[src/rtl/mult_issue_if.sv]
// -----------------------------------------------------------------------------
// mult_issue_if
// Stream bundle between the caller and mult_issue_ctrl.
//   in_*  : operand pair upstream handshake (valid/ready, two operands, tag)
//   out_* : result downstream handshake (valid/ready, product, tag, latency)
// master : the caller side (drives operands, consumes results)
// slave  : the controller side
// -----------------------------------------------------------------------------
interface mult_issue_if;
    logic        in_valid;
    logic        in_ready;
    logic [31:0] in_mlier;
    logic [31:0] in_mcand;
    logic [3:0]  in_tag;

    logic        out_valid;
    logic        out_ready;
    logic [63:0] out_prodt;
    logic [3:0]  out_tag;
    logic [7:0]  out_latency;

    modport master (
        output in_valid, in_mlier, in_mcand, in_tag, out_ready,
        input  in_ready, out_valid, out_prodt, out_tag, out_latency
    );

    modport slave (
        input  in_valid, in_mlier, in_mcand, in_tag, out_ready,
        output in_ready, out_valid, out_prodt, out_tag, out_latency
    );
endinterface

[src/rtl/mult_issue_ctrl.sv]
// -----------------------------------------------------------------------------
// mult_issue_ctrl
// Buffers signed 32x32 operand pairs in a small FIFO and issues them one at a
// time to an external multiplier that captures operands on a rising m_start.
// The product is returned through a single result register together with the
// caller tag and the number of BUSY cycles the multiplier took. An operation
// that runs TIMEOUT BUSY cycles without m_valid is dropped and a sticky
// timeout_err is raised.
//
// Ports:
//   clock        rising-edge clock
//   reset        asynchronous, active-high reset
//   bus          mult_issue_if.slave (operand input stream, result output stream)
//   m_start      multiplier start, high for the whole BUSY state
//   m_mlier      multiplier operand, held after the operation ends
//   m_mcand      multiplicand operand, held after the operation ends
//   m_prodt      product from the multiplier, valid when m_valid=1
//   m_valid      one-cycle completion pulse from the multiplier
//   timeout_err  sticky abort flag, cleared only by reset
// -----------------------------------------------------------------------------
module mult_issue_ctrl #(
    parameter int DEPTH   = 4,
    parameter int GAP     = 2,
    parameter int TIMEOUT = 40
) (
    input  logic        clock,
    input  logic        reset,
    mult_issue_if.slave bus,
    output logic        m_start,
    output logic [31:0] m_mlier,
    output logic [31:0] m_mcand,
    input  logic [63:0] m_prodt,
    input  logic        m_valid,
    output logic        timeout_err
);

    localparam int AW = $clog2(DEPTH);
    localparam int CW = AW + 1;
    localparam logic [CW-1:0] FULL_C     = CW'(DEPTH);
    localparam logic [CW-1:0] EMPTY_C    = {CW{1'b0}};
    localparam logic [7:0]    TIMEOUT_C  = 8'(TIMEOUT);
    localparam logic [7:0]    GAP_LAST_C = 8'(GAP - 1);
    localparam logic [7:0]    LAT_MAX_C  = 8'hFF;

    typedef enum logic [1:0] {
        ST_IDLE = 2'd0,
        ST_BUSY = 2'd1,
        ST_GAPW = 2'd2
    } state_t;

    // Latency counter increment that sticks at its maximum value.
    function automatic logic [7:0] sat_inc8(input logic [7:0] v);
        logic [7:0] r;
        if (v == LAT_MAX_C) begin
            r = v;
        end else begin
            r = v + 8'd1;
        end
        return r;
    endfunction

    // FIFO storage and control
    logic [31:0]   fifo_mlier_r [DEPTH];
    logic [31:0]   fifo_mcand_r [DEPTH];
    logic [3:0]    fifo_tag_r   [DEPTH];
    logic [AW-1:0] wr_ptr_r;
    logic [AW-1:0] rd_ptr_r;
    logic [CW-1:0] count_r;
    logic [CW-1:0] count_nxt_s;
    logic          in_ready_r;

    // Issue FSM and operation context
    state_t        state_r;
    state_t        state_nxt_s;
    logic [7:0]    lat_cnt_r;
    logic [7:0]    gap_cnt_r;
    logic [3:0]    tag_r;
    logic          m_start_r;
    logic [31:0]   m_mlier_r;
    logic [31:0]   m_mcand_r;

    // Result register
    logic          out_valid_r;
    logic [63:0]   out_prodt_r;
    logic [3:0]    out_tag_r;
    logic [7:0]    out_latency_r;
    logic          timeout_err_r;

    // Decoded events
    logic          push_s;
    logic          issue_s;
    logic          capture_s;
    logic          abort_s;
    logic          release_s;

    // Decode the per-cycle events from the handshakes and the FSM state.
    always_comb begin
        push_s    = bus.in_valid && in_ready_r;
        issue_s   = (state_r == ST_IDLE) && (count_r != EMPTY_C) && !out_valid_r;
        capture_s = (state_r == ST_BUSY) && m_valid;
        // A completion in the timeout cycle takes priority over the abort.
        abort_s   = (state_r == ST_BUSY) && !m_valid && (lat_cnt_r == TIMEOUT_C);
        release_s = out_valid_r && bus.out_ready;
    end

    // Next FIFO occupancy.
    always_comb begin
        count_nxt_s = count_r;
        if (push_s && !issue_s) begin
            count_nxt_s = count_r + CW'(1'b1);
        end else if (!push_s && issue_s) begin
            count_nxt_s = count_r - CW'(1'b1);
        end else begin
            count_nxt_s = count_r;
        end
    end

    // Issue FSM next-state logic.
    always_comb begin
        state_nxt_s = state_r;
        case (state_r)
            ST_IDLE: begin
                if (issue_s) begin
                    state_nxt_s = ST_BUSY;
                end else begin
                    state_nxt_s = ST_IDLE;
                end
            end
            ST_BUSY: begin
                if (capture_s || abort_s) begin
                    state_nxt_s = ST_GAPW;
                end else begin
                    state_nxt_s = ST_BUSY;
                end
            end
            ST_GAPW: begin
                if (gap_cnt_r == GAP_LAST_C) begin
                    state_nxt_s = ST_IDLE;
                end else begin
                    state_nxt_s = ST_GAPW;
                end
            end
            default: begin
                state_nxt_s = ST_IDLE;
            end
        endcase
    end

    // FIFO storage, pointers and registered ready (ready depends only on the
    // current occupancy, so a same-cycle pop never frees room for a push).
    always_ff @(posedge clock or posedge reset) begin
        if (reset) begin
            for (int i = 0; i < DEPTH; i++) begin
                fifo_mlier_r[i] <= 32'd0;
                fifo_mcand_r[i] <= 32'd0;
                fifo_tag_r[i]   <= 4'd0;
            end
            wr_ptr_r   <= {AW{1'b0}};
            rd_ptr_r   <= {AW{1'b0}};
            count_r    <= EMPTY_C;
            in_ready_r <= 1'b1;
        end else begin
            if (push_s) begin
                fifo_mlier_r[wr_ptr_r] <= bus.in_mlier;
                fifo_mcand_r[wr_ptr_r] <= bus.in_mcand;
                fifo_tag_r[wr_ptr_r]   <= bus.in_tag;
                wr_ptr_r               <= wr_ptr_r + AW'(1'b1);
            end
            if (issue_s) begin
                rd_ptr_r <= rd_ptr_r + AW'(1'b1);
            end
            count_r    <= count_nxt_s;
            in_ready_r <= (count_nxt_s != FULL_C);
        end
    end

    // FSM state, operand registers, BUSY latency and GAPW counters.
    always_ff @(posedge clock or posedge reset) begin
        if (reset) begin
            state_r   <= ST_IDLE;
            m_start_r <= 1'b0;
            m_mlier_r <= 32'd0;
            m_mcand_r <= 32'd0;
            tag_r     <= 4'd0;
            lat_cnt_r <= 8'd0;
            gap_cnt_r <= 8'd0;
        end else begin
            state_r   <= state_nxt_s;
            // m_start mirrors the BUSY state, so it drops on leaving BUSY and
            // every issue produces a fresh rising edge.
            m_start_r <= (state_nxt_s == ST_BUSY);
            if (issue_s) begin
                m_mlier_r <= fifo_mlier_r[rd_ptr_r];
                m_mcand_r <= fifo_mcand_r[rd_ptr_r];
                tag_r     <= fifo_tag_r[rd_ptr_r];
                lat_cnt_r <= 8'd1;
            end else if (state_r == ST_BUSY) begin
                lat_cnt_r <= sat_inc8(lat_cnt_r);
            end else begin
                lat_cnt_r <= lat_cnt_r;
            end
            if (state_r == ST_BUSY) begin
                gap_cnt_r <= 8'd0;
            end else if (state_r == ST_GAPW) begin
                gap_cnt_r <= gap_cnt_r + 8'd1;
            end else begin
                gap_cnt_r <= gap_cnt_r;
            end
        end
    end

    // Result register and sticky timeout flag.
    always_ff @(posedge clock or posedge reset) begin
        if (reset) begin
            out_valid_r   <= 1'b0;
            out_prodt_r   <= 64'd0;
            out_tag_r     <= 4'd0;
            out_latency_r <= 8'd0;
            timeout_err_r <= 1'b0;
        end else begin
            // Capture and release cannot coincide: issue needs an empty register.
            if (capture_s) begin
                out_valid_r   <= 1'b1;
                out_prodt_r   <= m_prodt;
                out_tag_r     <= tag_r;
                out_latency_r <= lat_cnt_r;
            end else if (release_s) begin
                out_valid_r <= 1'b0;
            end else begin
                out_valid_r <= out_valid_r;
            end
            if (abort_s) begin
                timeout_err_r <= 1'b1;
            end else begin
                timeout_err_r <= timeout_err_r;
            end
        end
    end

    assign bus.in_ready    = in_ready_r;
    assign bus.out_valid   = out_valid_r;
    assign bus.out_prodt   = out_prodt_r;
    assign bus.out_tag     = out_tag_r;
    assign bus.out_latency = out_latency_r;
    assign m_start         = m_start_r;
    assign m_mlier         = m_mlier_r;
    assign m_mcand         = m_mcand_r;
    assign timeout_err     = timeout_err_r;

endmodule
[src/flat_wrapper.sv]
// flat-port wrapper written by rule: the top's interface ports become plain ports
module mult_issue_ctrl_flat 
#(
    parameter int DEPTH   = 4,
    parameter int GAP     = 2,
    parameter int TIMEOUT = 40
)
  (clock, reset, m_start, m_mlier, m_mcand, m_prodt, m_valid, timeout_err, bus_in_valid, bus_in_mlier, bus_in_mcand, bus_in_tag, bus_out_ready, bus_in_ready, bus_out_valid, bus_out_prodt, bus_out_tag, bus_out_latency);
  mult_issue_if bus_i ();
  input  logic clock;
  input  logic reset;
  output logic m_start;
  output logic [31:0] m_mlier;
  output logic [31:0] m_mcand;
  input  logic [63:0] m_prodt;
  input  logic m_valid;
  output logic timeout_err;
  input wire logic [$bits(bus_i.in_valid)-1:0] bus_in_valid;
  input wire logic [$bits(bus_i.in_mlier)-1:0] bus_in_mlier;
  input wire logic [$bits(bus_i.in_mcand)-1:0] bus_in_mcand;
  input wire logic [$bits(bus_i.in_tag)-1:0] bus_in_tag;
  input wire logic [$bits(bus_i.out_ready)-1:0] bus_out_ready;
  output wire logic [$bits(bus_i.in_ready)-1:0] bus_in_ready;
  output wire logic [$bits(bus_i.out_valid)-1:0] bus_out_valid;
  output wire logic [$bits(bus_i.out_prodt)-1:0] bus_out_prodt;
  output wire logic [$bits(bus_i.out_tag)-1:0] bus_out_tag;
  output wire logic [$bits(bus_i.out_latency)-1:0] bus_out_latency;
  assign bus_i.in_valid = bus_in_valid;
  assign bus_i.in_mlier = bus_in_mlier;
  assign bus_i.in_mcand = bus_in_mcand;
  assign bus_i.in_tag = bus_in_tag;
  assign bus_i.out_ready = bus_out_ready;
  assign bus_in_ready = bus_i.in_ready;
  assign bus_out_valid = bus_i.out_valid;
  assign bus_out_prodt = bus_i.out_prodt;
  assign bus_out_tag = bus_i.out_tag;
  assign bus_out_latency = bus_i.out_latency;
  mult_issue_ctrl #(.DEPTH(DEPTH), .GAP(GAP), .TIMEOUT(TIMEOUT)) u_core (.clock(clock), .reset(reset), .bus(bus_i), .m_start(m_start), .m_mlier(m_mlier), .m_mcand(m_mcand), .m_prodt(m_prodt), .m_valid(m_valid), .timeout_err(timeout_err));
endmodule
[config.mk]
export PLATFORM = sky130hd
export DESIGN_NAME = mult_issue_ctrl_flat
export DESIGN_NICKNAME = d
export VERILOG_FILES = /design/src/rtl/mult_issue_if.sv /design/src/rtl/mult_issue_ctrl.sv /design/src/flat_wrapper.sv
export SDC_FILE = /design/constraint.sdc
export NUM_CORES = 1
export LEC_CHECK = 0
export ABC_AREA = 0
export CAP_MARGIN = 20
export CORE_ASPECT_RATIO = 0.6
export CORE_MARGIN = 1.5
export CORE_UTILIZATION = 45
export CTS_CLUSTER_DIAMETER = 150
export DETAILED_ROUTE_END_ITERATION = 8
export DONT_BUFFER_PORTS = 1
export PLACE_DENSITY = 0.7
export SLEW_MARGIN = 20
export SYNTH_ARGS = -nofsm -noshare
export SYNTH_HDL_FRONTEND = slang
export SYNTH_SLANG_ARGS = --single-unit
[constraint.sdc]
create_clock -name clock -period 12.9 [get_ports clock]
set_input_delay 0 -clock clock [delete_from_list [all_inputs] [get_ports clock]]
set_output_delay 0 -clock clock [all_outputs]
set_load 0.02 [all_outputs]
# [Word-level counts from Yosys, hierarchy flattened]
# Cells that the tools add are included.
[word_totals] ff_bits=445 input_bits=137 out_inout_bits=144
[classes] addsub=6 magnitude_cmp=3 n_eq_ne=8 n_mux=29 bitwise=2 n_reduce_logical=21
[op_table] op="$bwmux 128" n=2
[op_table] op="$mux 32" n=5
[op_table] op="$bmux 32 s2" n=2
[op_table] op="$demux 32 s2" n=1
[op_table] op="$mux 8" n=5
[op_table] op="$add 8x1->8 const B" n=2
[op_table] op="$bwmux 16" n=1
[op_table] op="$mux 4" n=3
[op_table] op="$logic_and 1x1->1" n=10
[op_table] op="$bmux 4 s2" n=1
[op_table] op="$demux 4 s2" n=1
[op_table] op="$eq 8x1->1 const B" n=1
[op_table] op="$eq 8x6->1 const B" n=1
[op_table] op="$eq 8x8->1 const B" n=1
[op_table] op="$ge 3x3->1 const B" n=2
[op_table] op="$mux 3" n=2
[op_table] op="$not 2->3" n=2
[op_table] op="$pmux 2 s3" n=1
[op_table] op="$reduce_bool 2->1" n=3
[op_table] op="$add 2x1->2 const B" n=2
[op_table] op="$eq 2x1->1 const B" n=2
[op_table] op="$logic_not 1->1" n=4
[op_table] op="$mux 2" n=2
[op_table] op="$add 3x1->3 const B" n=1
[op_table] op="10 further kinds" n=12

# [Depth between registers and ports, before layout]
[depth] word_depth=7 mapped_depth=9

# [Worst setup path after synthesis]
# Ideal clock, no wire load.
[synth_timing] path_type="flip-flop to flip-flop" startpoint="register u_core.in_ready_r, in the netlist u_core.bus.in_ready" endpoint="register u_core.fifo_mcand_r[0] (netlist bit)" setup_time_ps=125 arrival_time_ps=1587 t_required_ps=12775 path_slack_ps=11188 stages_incl_launch_ff=7 n_path_buf=3 path_cell_list="dfstp_2 -> and2_1 -> buf_4 -> nand2_1 -> buf_2 -> buf_4 -> mux2_2"
[synth_between] elab_chain_len=1
[synth_lines] element="from (decl)" line_no="mult_issue_ctrl.sv:70" text="logic in_ready_r;"
[synth_lines] element="from (signal assigned)" line_no="mult_issue_ctrl.sv:173" text="in_ready_r <= (count_nxt_s != FULL_C);"
[synth_lines] element="$logic_and 1x1->1" line_no="mult_issue_ctrl.sv:98" text="push_s = bus.in_valid && in_ready_r;"
[synth_lines] element="to (signal, indexed assignment)" line_no="mult_issue_ctrl.sv:165" text="fifo_mcand_r[wr_ptr_r] <= bus.in_mcand;"
[synth_lines] element="to (decl)" line_no="mult_issue_ctrl.sv:64" text="logic [31:0] fifo_mcand_r [DEPTH];"
# No other way between the ends.
# A chain may end at the register's enable or synchronous reset.

# [Worst setup path in the final report]
[layout_timing] startpoint="register u_core.in_ready_r, in the netlist u_core.bus.in_ready" endpoint="register u_core.fifo_mcand_r[94] (netlist bit)"
# The elaborated chain is that of the path after synthesis.

==> key figures <==
Status
  • Status: complete, no violations

Synthesis
  • Synth Warn #: 0
  • Mapped Avg Cell Area: 14.62 µm²
  • Post-Synthesis Cell Area: 18550 µm²
  • Async SR Flop Fraction: 100.0%
  • Sequential fraction of the synthesis area: 60.05%
  • Cells after synthesis: 1269
  • Synth area leaders: dfrtp_1 (60%), mux2_2 (21%), mux4_2 (8.3%), nand2_1 (4.6%), ha_1 (1.0%)
  • Yosys top cell area share: 59.91%
  • Cell taking the most area after synthesis: dfrtp_1
  • Top_reg_cell synth: dfrtp_1
  • Synth Register Bits: 445
  • Syn Nets: 1421
  • Post-synth EDFFs: 0
  • Synth cell types: 38

Die
  • Overall die width: 265.1 µm
  • Row count: 57
  • Number of I/O pins: 281
  • Core Box Area: 40580 µm²
  • Initial Util: 45.70%
  • Die height: 160.3 µm
  • Die area: 42480 µm²

Power
  • Static leakage: 0.009656 µW
  • Tot Pwr: 5957 µW
  • Maximum vdd drop: 0.0001449 V
  • Power Dens Cells: 272.3 nW/µm²

Routing
  • First-pass detailed-route iteration total: 5
  • Drt total wl: 40570 µm
  • WL per Instance: 20.71 µm
  • Drt via density: 5.433
  • Iter 0 DRT Violations: 605
  • DRT antenna net count: 0
  • DRC Markers: 0
  • DR vias: 10640

Global route
  • Vias in the first global route: 11530
  • GR Util All Layers: 19.50%
  • Total gr overflow: 0
  • First-pass GRT wire length: 65530 µm
  • Pin count of the biggest net entering global routing: 119
  • Initial antenna violation count: 6

Place
  • Hpwl dp: 24420 µm
  • # port buffers: 0
  • Placed cell count: 1739
  • Gpl congestion: 0.7661

STA
  • Final Hold Vio Count: 0
  • Fin crit share: 21.05%
  • Fin. max-slew vios: 0
  • Min cycle time layout: 2.716 ns
  • Fmax: 368.2 MHz
  • RSZ-0062 raised after global routing: no
  • Max Clock Skew: 0.02219 ns
  • Slew at the pin closest to its max-slew limit: 1.019 ns
  • Setup TNS: 0 ns
  • Final setup fails: 0
  • Max-slew headroom: 32.03%
  • WHS: 0.07771 ns

Worst setup path
  • CP Capture Type: flop
  • Crit path launch type: flop
  • Worst Path Required: 13.32 ns
  • Setup CP Type: reg2reg
  • WP data arrival: 3.14 ns
  • Peak fanout along the critical path: 36

Layout
  • Fillers: 3230
  • Layout area overhead: 17.98%
  • Final cell count without fillers: 1959
  • Top library cells by usage in the layout, fill and taps aside: dfrtp_1 (442), mux2_2 (346), nand2_1 (221)
  • Proportion of layout cells with a drive suffix above 1: 35.65%
  • Layout net count: 1542
  • Commonest non-fill, non-tap cell in the layout: dfrtp_1

Worst hold path
  • Worst hold path class: in2reg

Run
  • Max Cap Viol: 0

Clock network
  • CTS sink cnt: 445
  • CTS max path bufs: 3
  • Root cell of the clock tree: clkbuf_16
  • CTS buffer count: 43
  • Clock-pin slew of the registers on the worst-case setup and hold paths: 0.07 ns
  • H-Tree Depth: 2
  • Post-CTS Resized: 0
  • CTS tree: done
  • Later-pin clock latency in the skew report: 0.55 ns
## cell usage after synthesis (9+ instances only)
cell and n:
nor2_1 9, ha_1 15, buf_1 11, mux2_2 346, buf_2 34, nand2_1 226, o21ai_0 10, mux4_2 68
nand3_1 10, inv_1 12, clkbuf_1 20, dfrtp_1 444
## critical path, cell delays in order, from the launching register on
cell	delay, ns
dfstp_2	0.63
and2_1	0.60
nand2_4	0.46
buf_4	0.47
mux2_2	0.35
## final timing paths
path,end,from,cells past startpoint,slack (ns)
worst max-delay path,u_core.fifo_mcand_r[94]$_DFFE_PP0P_,u_core.bus.in_ready$_DFF_PP1_,4,10.18
worst min-delay path,u_core.wr_ptr_r[0]$_DFFE_PP0P_,bus_in_valid,2,0.08
worst max register to register,u_core.fifo_mcand_r[94]$_DFFE_PP0P_,u_core.bus.in_ready$_DFF_PP1_,4,10.18
worst min register to register,u_core.count_r[2]$_DFF_PP0_,u_core.count_r[2]$_DFF_PP0_,1,0.48
max in group asynchronous,u_core.fifo_mlier_r[46]$_DFFE_PP0P_,reset,4,10.54
min in group asynchronous,u_core.m_mcand[25]$_DFFE_PP0N_,reset,2,0.15
## cell type report
type	instances	area, µm²	area share, %
Inverter	12	52.55	0.2402
Sequential cell	445	11140	50.93
Multi-Input combinational cell	739	7069	32.31
Clock buffer	67	1286	5.878
Timing Repair Buffer	149	1495	6.833
Clock inverter	13	161.4	0.7376
Antenna cell	3	7.507	0.03431
Tap cell	531	664.4	3.036
## stage by stage
step	utilization [%]	instance area, µm²	setup slack (ns)
2_1_floorplan	-	18550	0.5014
3_3_place_gp	46.85	19010	10.24
3_5_place_dp	46.91	19040	10.20
4_1_cts	53.83	21850	10.18
5_1_grt	53.92	21880	10.04
6_report	53.92	21880	10.18
## what timing repair did
action,in CTS,in global routing
setup buffers,0,0
hold buffers,136,0
hold endpoints to repair,459,0
## cells by family after synthesis
group                    share of synthesized area (%)
AND/OR/NAND/NOR                                  5.869
flip-flops                                       60.05
adder cells (fa/ha/maj)                          1.066
multiplexers                                     29.43
XOR/XNOR                                        0.6139
AO/OA/AOI/OAI                                   0.8433
buffers and inverters                            2.132
## layer usage
| layer | GRT usage, % | vias to the layer above | wire, µm | share of wire [%] |
|---|---|---|---|---|
| met4 | 5.169 | 6 | 912 | 2.2 |
| li1 | - | 4696 | - | - |
| met2 | 32.01 | 270 | 19640 | 48 |
| met3 | 4.719 | 76 | 2301 | 5.7 |
| met1 | 26.07 | 5595 | 17670 | 44 |
| met5 | 0 | - | 41 | 0.10 |
## power by group
group | switching (µW) | internal, µW | leakage (µW)
logic | 798 | 1060 | 0.00358
clock network | 537 | 750 | 0.000711
registers | 723 | 2090 | 0.00536
total | 2060 | 3900 | 0.00966
## sequential cells by signal, indices dropped and copies added (netlist names), 2 cells and up
name,count
u_core.fifo_mcand_r,128
u_core.fifo_mlier_r,128
u_core.bus.out_prodt,64
u_core.m_mcand,32
u_core.m_mlier,32
u_core.fifo_tag_r,16
u_core.bus.out_latency,8
u_core.gap_cnt_r,8
u_core.lat_cnt_r,8
u_core.bus.out_tag,4
u_core.tag_r,4
u_core.count_r,3
u_core.rd_ptr_r,2
u_core.state_r,2
u_core.wr_ptr_r,2
Note: power is estimated with default switching activity, not from simulation.
